File: src/rtl/gpio_ctrl.sv
// gpio_ctrl: register-mapped GPIO controller with per-pin input synchronisers,
// edge detection into W1C pending bits and a registered level interrupt.

module gpio_pin #(
    parameter int SYNC_FF = 2
) (
    input  logic clk,
    input  logic rstn_i,
    input  logic pad_i,
    input  logic rise_en_i,
    input  logic fall_en_i,
    input  logic w1c_i,
    output logic s_o,
    output logic pend_o
);
    logic [SYNC_FF-1:0] sync_q, sync_d;
    logic               h_q;
    logic               pend_q, pend_d;
    logic               ev;

    assign s_o    = sync_q[SYNC_FF-1];
    assign pend_o = pend_q;
    assign sync_d = {sync_q[SYNC_FF-2:0], pad_i};
    assign ev     = (s_o & ~h_q & rise_en_i) | (~s_o & h_q & fall_en_i);
    // An edge event landing on the same edge as a clear keeps the bit set.
    assign pend_d = ev | (pend_q & ~w1c_i);

    always_ff @(posedge clk) begin
        if (!rstn_i) begin
            sync_q <= '0;
            h_q    <= 1'b0;
            pend_q <= 1'b0;
        end else begin
            sync_q <= sync_d;
            h_q    <= s_o;
            pend_q <= pend_d;
        end
    end
endmodule

module gpio_ctrl #(
    parameter int N_GPIO  = 8,
    parameter int SYNC_FF = 2
) (
    input  logic              clk,
    input  logic              rstn_i,
    input  logic              req_i,
    input  logic              we_i,
    input  logic [4:0]        addr_i,
    input  logic [31:0]       wdata_i,
    output logic              ready_o,
    output logic [31:0]       rdata_o,
    output logic              err_o,
    output logic [N_GPIO-1:0] gpio_dir_o,
    output logic [N_GPIO-1:0] gpio_val_o,
    input  logic [N_GPIO-1:0] gpio_val_i,
    output logic              irq_o
);
    typedef enum logic {IDLE, RESP} state_t;
    typedef struct packed {
        logic       we;
        logic [2:0] idx;
    } req_t;

    localparam logic [2:0] A_DIR  = 3'd0;
    localparam logic [2:0] A_OUT  = 3'd1;
    localparam logic [2:0] A_IN   = 3'd2;
    localparam logic [2:0] A_IEN  = 3'd3;
    localparam logic [2:0] A_PEND = 3'd4;
    localparam logic [2:0] A_RISE = 3'd5;
    localparam logic [2:0] A_FALL = 3'd6;
    localparam logic [2:0] A_UNM  = 3'd7;

    state_t            state_q, state_d;
    req_t              req_q, req_d;
    logic [N_GPIO-1:0] dir_q, dir_d, out_q, out_d, ien_q, ien_d;
    logic [N_GPIO-1:0] rise_q, rise_d, fall_q, fall_d;
    logic [N_GPIO-1:0] sync_s, pend, w1c, wd;
    logic              irq_q, irq_d;
    logic              acc, wr;
    logic              unused_bits;

    assign acc         = (state_q == IDLE) & req_i;
    assign wr          = acc & we_i;
    assign wd          = wdata_i[N_GPIO-1:0];
    assign w1c         = (wr && addr_i[4:2] == A_PEND) ? wd : '0;
    assign irq_d       = |(pend & ien_q);
    assign unused_bits = ^{addr_i[1:0], wdata_i};

    for (genvar i = 0; i < N_GPIO; i++) begin : g_pin
        gpio_pin #(.SYNC_FF(SYNC_FF)) u_pin (
            .clk       (clk),
            .rstn_i    (rstn_i),
            .pad_i     (gpio_val_i[i]),
            .rise_en_i (rise_q[i]),
            .fall_en_i (fall_q[i]),
            .w1c_i     (w1c[i]),
            .s_o       (sync_s[i]),
            .pend_o    (pend[i])
        );
    end

    // Writes commit on the accepting edge so pads update in the RESP cycle.
    always_comb begin
        req_d  = req_q;
        dir_d  = dir_q;
        out_d  = out_q;
        ien_d  = ien_q;
        rise_d = rise_q;
        fall_d = fall_q;
        if (acc) begin
            req_d = '{we: we_i, idx: addr_i[4:2]};
            if (we_i) begin
                case (addr_i[4:2])
                    A_DIR:   dir_d  = wd;
                    A_OUT:   out_d  = wd;
                    A_IEN:   ien_d  = wd;
                    A_RISE:  rise_d = wd;
                    A_FALL:  fall_d = wd;
                    default: ;
                endcase
            end
        end
    end

    always_comb begin
        state_d = state_q;
        ready_o = 1'b0;
        err_o   = 1'b0;
        rdata_o = '0;
        case (state_q)
            IDLE: if (req_i) state_d = RESP;
            RESP: begin
                state_d = IDLE;
                ready_o = 1'b1;
                err_o   = (req_q.idx == A_UNM);
                if (!req_q.we) begin
                    case (req_q.idx)
                        A_DIR:   rdata_o = 32'(dir_q);
                        A_OUT:   rdata_o = 32'(out_q);
                        A_IN:    rdata_o = 32'(sync_s);
                        A_IEN:   rdata_o = 32'(ien_q);
                        A_PEND:  rdata_o = 32'(pend);
                        A_RISE:  rdata_o = 32'(rise_q);
                        A_FALL:  rdata_o = 32'(fall_q);
                        default: rdata_o = '0;
                    endcase
                end
            end
            default: state_d = IDLE;
        endcase
    end

    always_ff @(posedge clk) begin
        if (!rstn_i) begin
            state_q <= IDLE;
            req_q   <= '0;
            dir_q   <= '0;
            out_q   <= '0;
            ien_q   <= '0;
            rise_q  <= '0;
            fall_q  <= '0;
            irq_q   <= 1'b0;
        end else begin
            state_q <= state_d;
            req_q   <= req_d;
            dir_q   <= dir_d;
            out_q   <= out_d;
            ien_q   <= ien_d;
            rise_q  <= rise_d;
            fall_q  <= fall_d;
            irq_q   <= irq_d;
        end
    end

    assign gpio_dir_o = ~dir_q;
    assign gpio_val_o = out_q;
    assign irq_o      = irq_q;
endmodule
File: config.mk
export PLATFORM = sky130hd
export DESIGN_NAME = gpio_ctrl
export DESIGN_NICKNAME = d
export VERILOG_FILES = /design/src/rtl/gpio_ctrl.sv
export SDC_FILE = /design/constraint.sdc
export NUM_CORES = 1
export LEC_CHECK = 0
export ABC_AREA = 1
export BUFFER_PORTS_ARGS = -buffer_cell sky130_fd_sc_hd__buf_2
export CAP_MARGIN = 10
export CORE_MARGIN = 2
export CORE_UTILIZATION = 47
export DETAILED_ROUTE_END_ITERATION = 16
export PLACE_DENSITY = 0.79
export RECOVER_POWER = 100
export SETUP_SLACK_MARGIN = 0.5
export SYNTH_ARGS = -nofsm -noshare
export SYNTH_HDL_FRONTEND = slang
export SYNTH_SLANG_ARGS = --single-unit
File: constraint.sdc
create_clock -name clk -period 1.1 [get_ports clk]
set_input_delay 0.055 -clock clk [delete_from_list [all_inputs] [get_ports clk]]
set_output_delay 0.055 -clock clk [all_outputs]
set_load 0.005 [all_outputs]
==> results.md <==
- FF+latch count, synth: 78
- Syn_area_per_cell: 7.02 µm²
- Layout area overhead: 45.6%
- Crit-path cells: buf_12 -> inv_6 -> nand4_1 -> nand2_1 -> nor2_2 -> a21oi_1 -> buf_2
- Gr usage total: 0.236
- Layout cell share with drive strength beyond 1: 0.415
- Req. time, crit path: 1.04 ns
- Per-cell routed wire length: roughly 17 µm
- PwrDens: 1130 nW/µm²
- Crit path max fanout: 10
- Slowest cell on crit path: dfxtp_4
- Initial Util: 0.479
- Final setup viols: 58
- Peak Freq: 601 MHz
- Critical Path Source Type: register
- Proportion of synthesized area in mux cells: 0
- First-pass GRT wire length: approximately 16000 µm
- N_diodes: 0
- Die Area: 8510 µm²
- Cts bufs inserted: 9
- # clock sinks: 78
- Status: complete, but fails checks
- Hold Buf Count CTS: 8
- Vias in the first global route: 3384
- Most frequent cells in the layout: 88 x nand2_1, 61 x nor2_1, 51 x inv_1, 51 x dfxtp_1, 42 x buf_2
- Compound-gate portion of the synthesized area: 0.112
- Final hold violations: 1
- HP Class: input pin to register
- Placed Area: 4220 µm²
- Worst slack, placed: -0.141 ns
- Slowest stage delay, CP: 0.43 ns
- RSZ-0062 raised after global routing: true
- Ports: 100
- Max IR drop VDD: 0.000564 V
- # DRC: 0
- Initial antenna violation count: 0
- R2r setup slk: -0.37 ns
- DIE WIDTH: 92.2 µm
- Worst Setup Path Type: register to output pin
- Row cnt: 32
- Final Max Tran Viols: 0
- Post-Syn Area: 3660 µm²
- Clock Path Buffers: 2
- Final global-route overflow total: 0
- P_leak: 2.42 nW
- Fin crit share: 1.51
- Largest family of logic cells by synthesized area: simple AND/OR/NAND/NOR gates
- Layout Skew: 0.00911 ns
- Minimum hold slack: -0.0211 ns
- Total Wirelength: 12300 µm
- Placer Congestion: 0.912
- DR pass1 iterations: 8
- Most common cell after layout, fill and taps aside: nand2_1
- Synth Area in Simple Gates: 0.306
- Vias: roughly 4000
- Post-synthesis sequential area ratio: 0.427
- Pwr Total: ~6.0 mW
- Design area: 5330 µm²
- Setup WS post-layout: -0.563 ns
- Dpl hpwl: 6420 µm
- Synth Warn #: 0
- Average vias per placed instance: 5.52
- Post-layout util: 0.697
- Crit path DAT: 1.61 ns
- Post-DRT Antenna Nets: 0
- CTS tree: yes
- Largest net degree at the start of global routing: 31
- Max cap viols: 0
- Post-Synth Adder-Cell Area: 0
- Post-synthesis xor/xnor area fraction: 0
- Distinct cells, synth: 22
- Final net count: 670
- H-Tree Depth: 3
- Initial DRC count: 428
- Clock-pin slew on the worst setup and hold paths: 0.08 ns
- Core area: 7650 µm²
- Endpoint class of the critical path: output pin
- Clock Tree Root: clkbuf_8
- Syn Inst Count: 521
- Failing checks: hold timing, setup timing
- PortBufs: 49
- Die outline height: 92.2 µm
- Skew-Pair Late Insertion Delay: between 0.3 and 0.4 ns
- Tmin final: 1.66 ns
## path summary, 6_finish.rpt
kind / depth (start not counted) / endpoint / start
worst max-delay path: 7 / rdata_o[2] / req_q[0]
worst min-delay path: 4 / g_pin[5].u_pin.pend_o / wdata_i[5]
worst min register to register: 2 / g_pin[0].u_pin.sync_q[1] / g_pin[0].u_pin.sync_q[0]
worst max register to register: 9 / ien_q[2] / state_q
## worst max-delay path: cells and delay by family, from the launching register on
family | cells | cell delay [ns]
AND/OR/NAND/NOR | 3 | 0.35
flip-flops | 1 | 0.43
AO/OA/AOI/OAI | 1 | 0.09
buffers and inverters | 3 | 0.38
## registers in the layout (all words and copies together), names as in the netlist
| name | cells |
|---|---|
| dir_q | 8 |
| g_pin.u_pin.h_q | 8 |
| rise_q | 8 |
| gpio_val_o | 8 |
| irq_o | 1 |
| req_q | 4 |
| state_q | 1 |
| ien_q | 8 |
| g_pin.u_pin.pend_o | 8 |
| fall_q | 8 |
| g_pin.u_pin.sync_q | 16 |
## per-stage QoR
step / instances / TNS [ns]
5_1_grt: 728 / -21.96
3_3_place_gp: 677 / -1.85
2_1_floorplan: 544 / -1.26
4_1_cts: 712 / -10.43
3_5_place_dp: 677 / -2.96
6_report: 728 / -19.23
## area by class of cell
class	instances	area, µm²
timing repair buffer	114	1080
clock buffer	10	138
multi-input combinational	353	2040
timing repair inverter	1	8.76
sequential	78	1620
inverter	64	259
fill	503	2320
tap	102	128
clock inverter	6	61.3
## cell usage after synthesis (all sizes together)
cell	n	area share
nand2	118	0.12
dfxtp	78	0.43
nor2	74	0.084
inv	63	0.065
a21oi	45	0.062
buf	42	0.081
nand4	33	0.056
o21ai	27	0.037
nand3	22	0.035
a31oi	8	0.014
clkbuf	7	0.0072
nor3	2	0.0089
clkinv	1	0.0010
conb	1	0.0010
## where the power goes
group          total [mW]  internal [mW]  switching (mW)
clock                2.19           1.10            1.08
combinational       0.870          0.349           0.521
sequential           2.97           2.89          0.0839
total                6.02           4.34            1.69
## kinds of logic after synthesis
family | after synthesis
flops | 78
compound gates | 80
other cells | 1
simple gates | 249
buf+inv | 113
## routing by layer
layer | routed length [µm] | share of wire | track usage | vias to the layer above
met5 | 0 | 0 | 0 | -
met4 | 766 | 0.062 | 0.146 | 0
met3 | 1020 | 0.083 | 0.0624 | 84
met2 | 5920 | 0.48 | 0.375 | 304
met1 | 4590 | 0.37 | 0.284 | 1807
li1 | - | - | - | 1821
## repair_timing
| action | in CTS | in global routing |
|---|---|---|
| cloned | 1 | 4 |
| setup buffers | 10 | 12 |
| endpoints found under the setup margin | 81 | 86 |
| pin swaps | 6 | 19 |
| hold endpoints to repair | 14 | 6 |
| resized for setup | 80 | 120 |
Note: power is estimated with default switching activity, not from simulation.
